==> src/rtl/pause_frame_scheduler_if.sv <==
// Pause request bundle between the RX FIFO level / config and the MAC transmit pause inputs.
// The scheduler is the master of the request; the MAC side is the slave.
interface pause_frame_scheduler_if #(
  parameter int FILL_W = 12
);
  logic [FILL_W-1:0] fifo_level;
  logic              pause_enable;
  logic              tx_pause_ack;
  logic              tx_pause_req;
  logic [15:0]       tx_pause_val;
  logic [47:0]       tx_pause_source_addr_r;
  logic              paused;
  logic [15:0]       xoff_count;

  modport master (
    input  fifo_level,
    input  pause_enable,
    input  tx_pause_ack,
    output tx_pause_req,
    output tx_pause_val,
    output tx_pause_source_addr_r,
    output paused,
    output xoff_count
  );

  modport slave (
    output fifo_level,
    output pause_enable,
    output tx_pause_ack,
    input  tx_pause_req,
    input  tx_pause_val,
    input  tx_pause_source_addr_r,
    input  paused,
    input  xoff_count
  );
endinterface

==> src/rtl/pause_frame_scheduler.sv <==
// XOFF/XON pause request scheduler: FIFO-level hysteresis, periodic XOFF refresh while
// congested, each request held until the MAC acknowledges it.
//
// state     | meaning
// ----------+-----------------------------------------------------------
// IDLE      | link partner not paused, watching for level >= XOFF_THRESH
// XOFF_REQ  | XOFF (pause_time = PAUSE_QUANTA) requested, waiting for ack
// PAUSED    | XOFF accepted, refresh timer running, watching for XON cause
// XON_REQ   | XON (pause_time = 0) requested, waiting for ack
module pause_frame_scheduler #(
  parameter int          FILL_W         = 12,
  parameter int          XOFF_THRESH    = 3072,
  parameter int          XON_THRESH     = 1024,
  parameter logic [15:0] PAUSE_QUANTA   = 16'h5A0F,
  parameter int          REFRESH_W      = 20,
  parameter int          REFRESH_CYCLES = 500000,
  parameter logic [47:0] PAUSE_DA       = 48'h0180C2000001
) (
  input  logic tx_clk,
  input  logic rst,
  pause_frame_scheduler_if.master pif
);

  localparam logic [1:0] ST_IDLE     = 2'd0;
  localparam logic [1:0] ST_XOFF_REQ = 2'd1;
  localparam logic [1:0] ST_PAUSED   = 2'd2;
  localparam logic [1:0] ST_XON_REQ  = 2'd3;

  localparam logic [FILL_W-1:0]    XOFF_LVL = XOFF_THRESH[FILL_W-1:0];
  localparam logic [FILL_W-1:0]    XON_LVL  = XON_THRESH[FILL_W-1:0];
  localparam logic [REFRESH_W-1:0] RELOAD   = REFRESH_W'(REFRESH_CYCLES - 1);
  localparam logic [15:0]          CNT_MAX  = 16'hFFFF;

  logic [1:0]           state_q, state_d;
  logic                 req_q, req_d;
  logic [15:0]          val_q, val_d;
  logic [47:0]          addr_q, addr_d;
  logic                 paused_q, paused_d;
  logic [15:0]          xoff_cnt_q, xoff_cnt_d;
  logic [REFRESH_W-1:0] refresh_q, refresh_d;

  logic ack_valid;
  logic xoff_cause;
  logic xon_cause;
  logic refresh_tc;

  // An ack only counts once our request has been visible for at least a cycle.
  assign ack_valid  = pif.tx_pause_ack && req_q;
  assign xoff_cause = pif.pause_enable && (pif.fifo_level >= XOFF_LVL);
  assign xon_cause  = !pif.pause_enable || (pif.fifo_level <= XON_LVL);
  assign refresh_tc = (refresh_q == '0);

  always_comb begin
    state_d    = state_q;
    req_d      = req_q;
    val_d      = val_q;
    addr_d     = addr_q;
    paused_d   = paused_q;
    xoff_cnt_d = xoff_cnt_q;
    refresh_d  = refresh_q;

    case (state_q)
      ST_IDLE: begin
        if (xoff_cause) begin
          state_d = ST_XOFF_REQ;
          req_d   = 1'b1;
          val_d   = PAUSE_QUANTA;
          addr_d  = PAUSE_DA;
        end
      end

      ST_XOFF_REQ: begin
        if (ack_valid) begin
          state_d   = ST_PAUSED;
          req_d     = 1'b0;
          val_d     = '0;
          addr_d    = '0;
          paused_d  = 1'b1;
          refresh_d = RELOAD;
          if (xoff_cnt_q != CNT_MAX) begin
            xoff_cnt_d = xoff_cnt_q + 16'd1;
          end
        end
      end

      ST_PAUSED: begin
        // XON takes priority over a refresh that expires in the same cycle.
        if (xon_cause) begin
          state_d = ST_XON_REQ;
          req_d   = 1'b1;
          val_d   = '0;
          addr_d  = PAUSE_DA;
        end else if (refresh_tc) begin
          state_d = ST_XOFF_REQ;
          req_d   = 1'b1;
          val_d   = PAUSE_QUANTA;
          addr_d  = PAUSE_DA;
        end else begin
          refresh_d = refresh_q - REFRESH_W'(1);
        end
      end

      ST_XON_REQ: begin
        if (ack_valid) begin
          state_d  = ST_IDLE;
          req_d    = 1'b0;
          val_d    = '0;
          addr_d   = '0;
          paused_d = 1'b0;
        end
      end

      default: begin
        state_d  = ST_IDLE;
        req_d    = 1'b0;
        val_d    = '0;
        addr_d   = '0;
        paused_d = 1'b0;
      end
    endcase
  end

  always_ff @(posedge tx_clk) begin
    if (rst) begin
      state_q    <= ST_IDLE;
      req_q      <= 1'b0;
      val_q      <= '0;
      addr_q     <= '0;
      paused_q   <= 1'b0;
      xoff_cnt_q <= '0;
      refresh_q  <= '0;
    end else begin
      state_q    <= state_d;
      req_q      <= req_d;
      val_q      <= val_d;
      addr_q     <= addr_d;
      paused_q   <= paused_d;
      xoff_cnt_q <= xoff_cnt_d;
      refresh_q  <= refresh_d;
    end
  end

  assign pif.tx_pause_req           = req_q;
  assign pif.tx_pause_val           = val_q;
  assign pif.tx_pause_source_addr_r = addr_q;
  assign pif.paused                 = paused_q;
  assign pif.xoff_count             = xoff_cnt_q;

endmodule

==> src/flat_wrapper.sv <==
// flat-port wrapper written by rule: the top's interface ports become plain ports
module pause_frame_scheduler_flat 
#(
  parameter int          FILL_W         = 12,
  parameter int          XOFF_THRESH    = 3072,
  parameter int          XON_THRESH     = 1024,
  parameter logic [15:0] PAUSE_QUANTA   = 16'h5A0F,
  parameter int          REFRESH_W      = 20,
  parameter int          REFRESH_CYCLES = 500000,
  parameter logic [47:0] PAUSE_DA       = 48'h0180C2000001
)
  (tx_clk, rst, pif_fifo_level, pif_pause_enable, pif_tx_pause_ack, pif_tx_pause_req, pif_tx_pause_val, pif_tx_pause_source_addr_r, pif_paused, pif_xoff_count);
  pause_frame_scheduler_if #(.FILL_W(FILL_W)) pif_i ();
  input  logic tx_clk;
  input  logic rst;
  input wire logic [$bits(pif_i.fifo_level)-1:0] pif_fifo_level;
  input wire logic [$bits(pif_i.pause_enable)-1:0] pif_pause_enable;
  input wire logic [$bits(pif_i.tx_pause_ack)-1:0] pif_tx_pause_ack;
  output wire logic [$bits(pif_i.tx_pause_req)-1:0] pif_tx_pause_req;
  output wire logic [$bits(pif_i.tx_pause_val)-1:0] pif_tx_pause_val;
  output wire logic [$bits(pif_i.tx_pause_source_addr_r)-1:0] pif_tx_pause_source_addr_r;
  output wire logic [$bits(pif_i.paused)-1:0] pif_paused;
  output wire logic [$bits(pif_i.xoff_count)-1:0] pif_xoff_count;
  assign pif_i.fifo_level = pif_fifo_level;
  assign pif_i.pause_enable = pif_pause_enable;
  assign pif_i.tx_pause_ack = pif_tx_pause_ack;
  assign pif_tx_pause_req = pif_i.tx_pause_req;
  assign pif_tx_pause_val = pif_i.tx_pause_val;
  assign pif_tx_pause_source_addr_r = pif_i.tx_pause_source_addr_r;
  assign pif_paused = pif_i.paused;
  assign pif_xoff_count = pif_i.xoff_count;
  pause_frame_scheduler #(.FILL_W(FILL_W), .XOFF_THRESH(XOFF_THRESH), .XON_THRESH(XON_THRESH), .PAUSE_QUANTA(PAUSE_QUANTA), .REFRESH_W(REFRESH_W), .REFRESH_CYCLES(REFRESH_CYCLES), .PAUSE_DA(PAUSE_DA)) u_core (.tx_clk(tx_clk), .rst(rst), .pif(pif_i));
endmodule
==> config.mk <==
export PLATFORM = sky130hd
export DESIGN_NAME = pause_frame_scheduler_flat
export DESIGN_NICKNAME = d
export VERILOG_FILES = /design/src/rtl/pause_frame_scheduler_if.sv /design/src/rtl/pause_frame_scheduler.sv /design/src/flat_wrapper.sv
export SDC_FILE = /design/constraint.sdc
export NUM_CORES = 1
export LEC_CHECK = 0
export CORE_MARGIN = 2
export CORE_UTILIZATION = 45
export CTS_BUF_LIST = sky130_fd_sc_hd__clkbuf_16
export DETAILED_ROUTE_END_ITERATION = 10
export GPL_TIMING_DRIVEN = 1
export PLACE_DENSITY = 0.88
export SLEW_MARGIN = 20
export SYNTH_ARGS = -nofsm -noshare
export SYNTH_HDL_FRONTEND = slang
export SYNTH_SLANG_ARGS = --single-unit
==> constraint.sdc <==
create_clock -name tx_clk -period 2.1 [get_ports tx_clk]
set_input_delay 0.42 -clock tx_clk [delete_from_list [all_inputs] [get_ports tx_clk]]
set_output_delay 0.42 -clock tx_clk [all_outputs]
set_load 0.02 [all_outputs]
==> flow_metrics.tcl <==
set metrics [dict create \
    outcome "completed" \
    timing_hold_violations_final 0 \
    cts.root.buffer_cell "sky130_fd_sc_hd__clkbuf_16" \
    postLayoutSetupSlackWorst_ps 49.9 \
    detail-route-antenna-nets 0 \
    power_per_cell_area_mw_per_mm2 540 \
    power.net_switching_w 0.000516 \
    hold_path_class "flop to flop" \
    max-vdd-ir-drop_mv 0.384 \
    whs_path_depth 2 \
    r2r_setup_slack_ps 100 \
    layout.core_utilization_pct 57.7 \
    post_detail_place_hpwl_um 4960 \
    r2r_start "u_core.refresh_q[1]$_SDFFE_PP0P_" \
    source_of_the_worst_hold_timing_path "u_core.refresh_q[14]$_SDFFE_PP0P_" \
    final_routed_drc_violation_total 0 \
    timing.hold.worst_endpoint "u_core.refresh_q[14]$_SDFFE_PP0P_" \
    grt_first_pass_wirelength_um 10500 \
    tritoncts "yes" \
    synth_edf_count 0 \
    floorplan.initialDensity_pct 46.3 \
    cellLeakagePower_nw 1.34 \
    synth.cell_area_sq_mm 0.00273 \
    grt_use_total_pct 20.1 \
    seqCellArea_sq_um 822 \
    postLayoutCellArea_sq_mm 0.00339 \
    core-area_sq_mm 0.00589 \
    first_pass_iters 6 \
    clock_group_share_of_total_power_pct 40.5 \
    multi_input_comb_area_sq_mm 0.00160 \
    post-route-period-util_pct 97.6 \
    mostFrequentLayoutCell "sky130_fd_sc_hd__conb_1" \
    layout-drive-gt1-share_pct 14.6 \
    max_cap_violations 0 \
    die-width_um 81.8 \
    comb_power_share_pct 16.2 \
    dominantRegCellSynth "sky130_fd_sc_hd__dfxtp_1" \
    area.growth.synth_to_final_pct 24.5 \
    htree_num_levels 2 \
    critPathKind "input port to flop" \
    overflow 0 \
    grt_start_max_net_pins 18 \
    layout_common_cells "sky130_fd_sc_hd__conb_1 (50), sky130_fd_sc_hd__clkdlybuf4s50_1 (46), sky130_fd_sc_hd__dfxtp_1 (40)" \
    path_clk_slew_ps 60 \
    ioPinCount 98 \
    timing.rr.end "u_core.refresh_q[4]$_SDFFE_PP0P_" \
    nets 401 \
    grt_antenna_before_repair 0 \
    post_drt_wl_per_cell_um 15.4 \
    dpl_ws_ps -428 \
    sw_frac_of_total_pct 28.1 \
    syn_avg_cell_area_sq_um 8.47 \
    max-slew-margin-rel_pct 64.5 \
    worst_pin_slew_ps 530 \
    biggest_fanout_along_the_worst_timing_path 17 \
    num-fill-cells 528 \
    route.detailed.vias_per_inst 5.60 \
    cp.arrival_ps 2230 \
    timing_max_transition_violations_final 0 \
    insertion_delay_ps 290 \
    floorplan.die.height_um 81.8 \
    p_int_w 0.00132 \
    fmax_mhz 488 \
    crit_path_start_kind "input port" \
    cts.sinks 41 \
    reg2regPathDepth 7 \
    report.final.setup_viol 0 \
    number_of_flip_flops_and_latches_in_the_synthesized_netlist 41 \
    vias_in_the_first_global_route 2301 \
    gate_count_of_the_mapped_netlist 322 \
    synthArstFlopShare_pct 0 \
    p_seq_share_pct 43.4 \
    route.final.wire_length_um 7050 \
    synth_cell_types 52 \
    yosysWarnings 0 \
    clk_path_buf_depth 2 \
    final_replace_weighted_congestion 0.880 \
    layout_min_cycle_time_ps 2050 \
    critical_path.endpoint_type "flop" \
    detailroute.via_count 2564 \
    area_of_the_die_sq_mm 0.00670 \
    portBuffers 47 \
    placementRows 28 \
    worstPathRequired_ps 2280 \
    antenna_cells_inserted 0 \
    final.setup_skew_ps 5.27 \
    synth_seq_area_share_pct 30.1 \
    dpl_cell_area_sq_mm 0.00317 \
    hold_ws_ps 478 \
    drt-initial-drc-count 230 \
    cts-buffers-inserted 5 \
]
-- kinds of logic (layout without fill, tap and decap cells) --
kind of cell	after synthesis	after routing	synth area share [%]
AO/OA/AOI/OAI	64	64	16.8
adder cells (fa/ha/maj)	3	3	1.38
AND/OR/NAND/NOR	112	112	24.5
other	1	50	0.138
buffers and inverters	81	93	20.6
flip-flops	41	41	30.1
multiplexers	4	4	1.47
XOR/XNOR	16	16	5.14
-- what timing repair did --
item                                    4_1_cts  5_1_grt
pin swaps                                     0        1
gates resized for setup                       4       11
endpoints found under the setup margin       10       19
buffers inserted                              0        1
hold buffers                                  0        0
-- synth_stat cells, types with 2 or more instances --
master	number	area share, %
sky130_fd_sc_hd__xor2_1	12	3.9
sky130_fd_sc_hd__inv_1	6	0.83
sky130_fd_sc_hd__buf_4	66	18
sky130_fd_sc_hd__nand3_1	6	1.1
sky130_fd_sc_hd__o21a_1	2	0.55
sky130_fd_sc_hd__nand2_1	11	1.5
sky130_fd_sc_hd__or3_1	5	1.1
sky130_fd_sc_hd__xnor2_1	4	1.3
sky130_fd_sc_hd__o2111ai_1	4	1.3
sky130_fd_sc_hd__a31oi_1	6	1.4
sky130_fd_sc_hd__or2_2	2	0.46
sky130_fd_sc_hd__a21oi_1	13	2.4
sky130_fd_sc_hd__nand4_1	8	1.8
sky130_fd_sc_hd__o41ai_1	2	0.64
sky130_fd_sc_hd__a221oi_1	2	0.64
sky130_fd_sc_hd__nor4_1	8	1.8
sky130_fd_sc_hd__nand2b_1	2	0.46
sky130_fd_sc_hd__and3_1	8	1.8
sky130_fd_sc_hd__o211ai_1	9	2.5
sky130_fd_sc_hd__clkbuf_1	7	0.96
sky130_fd_sc_hd__mux2i_1	4	1.5
sky130_fd_sc_hd__dfxtp_1	41	30
sky130_fd_sc_hd__o31ai_1	9	2.5
sky130_fd_sc_hd__o21ai_0	5	0.92
sky130_fd_sc_hd__and2_1	5	1.1
sky130_fd_sc_hd__and4_1	4	1.3
sky130_fd_sc_hd__a211oi_1	4	1.1
sky130_fd_sc_hd__ha_1	3	1.4
sky130_fd_sc_hd__nor2_1	27	3.7
sky130_fd_sc_hd__or4_1	7	1.9
sky130_fd_sc_hd__o21ai_1	2	0.37
sky130_fd_sc_hd__nor3_1	8	1.5
-- cell type report --
class,count,area share (%)
clock inverter,3,0.369
multi-input combinational,249,47.2
timing repair buffer,79,21.1
clock buffer,5,3.69
tap,75,2.77
sequential,41,24.2
inverter,6,0.664
-- power by group through the flow --
stage               Sequential [W]  Combinational (W)  Clock (W)
CTS                       0.000794           0.000284   0.000747
floorplan                 0.000812           0.000261          0
detailed placement        0.000811           0.000279          0
global placement          0.000810           0.000273          0
global route              0.000795           0.000315   0.000774
finish                    0.000794           0.000296   0.000742
-- worst max path at each step --
stage                                                                   from                                endpoint  cells after the start
after floorplan           u_core.pif.tx_pause_source_addr_r[39]$_SDFFE_PP0P_       u_core.refresh_q[19]$_SDFFE_PP0P_                      7
after global placement                                    pif_fifo_level[11]          u_core.state_q[1]$_SDFFE_PP0P_                      6
after global routing                                        pif_tx_pause_ack       u_core.refresh_q[10]$_SDFFE_PP0P_                      7
after detailed placement                                  pif_fifo_level[11]          u_core.state_q[1]$_SDFFE_PP0P_                      6
final                                                       pif_tx_pause_ack  u_core.pif.xoff_count[13]$_SDFFE_PP0P_                      8
after CTS                                                 pif_fifo_level[11]        u_core.refresh_q[9]$_SDFFE_PP0P_                      7
-- flip-flops by register name, indices dropped and copies added, names as in the netlist --
| register | count |
|---|---|
| u_core.pif.tx_pause_val | 1 |
| u_core.refresh_q | 20 |
| u_core.pif.paused | 1 |
| u_core.state_q | 2 |
| u_core.pif.xoff_count | 16 |
| u_core.pif.tx_pause_source_addr_r | 1 |
-- stage by stage --
step	instances	TNS (ps)	total power [W]
4_1_cts	457	0	0.00182
5_1_grt	458	-9.77	0.00188
3_5_place_dp	449	-6200	0.00109
2_1_floorplan	371	0	0.00107
6_report	458	0	0.00183
3_3_place_gp	449	-3440	0.00108
-- worst max-delay path, stage by stage --
cell and delay, ps:
sky130_fd_sc_hd__clkdlybuf4s50_1 550, sky130_fd_sc_hd__and4b_1 260, sky130_fd_sc_hd__buf_6 190, sky130_fd_sc_hd__nand4_1 170, sky130_fd_sc_hd__buf_4 180, sky130_fd_sc_hd__nor4_1 240, sky130_fd_sc_hd__xnor2_1 160, sky130_fd_sc_hd__nor2_1 50
-- per-layer routing --
layer | share of wire, % | global-route usage (%) | up-vias
li1 | - | - | 1192
met1 | 39 | 22.8 | 1234
met2 | 52 | 37.6 | 121
met3 | 6.8 | 4.29 | 17
met4 | 1.6 | 5.67 | 0
met5 | 0 | 0 | -
(Power assumes the default switching activity.)
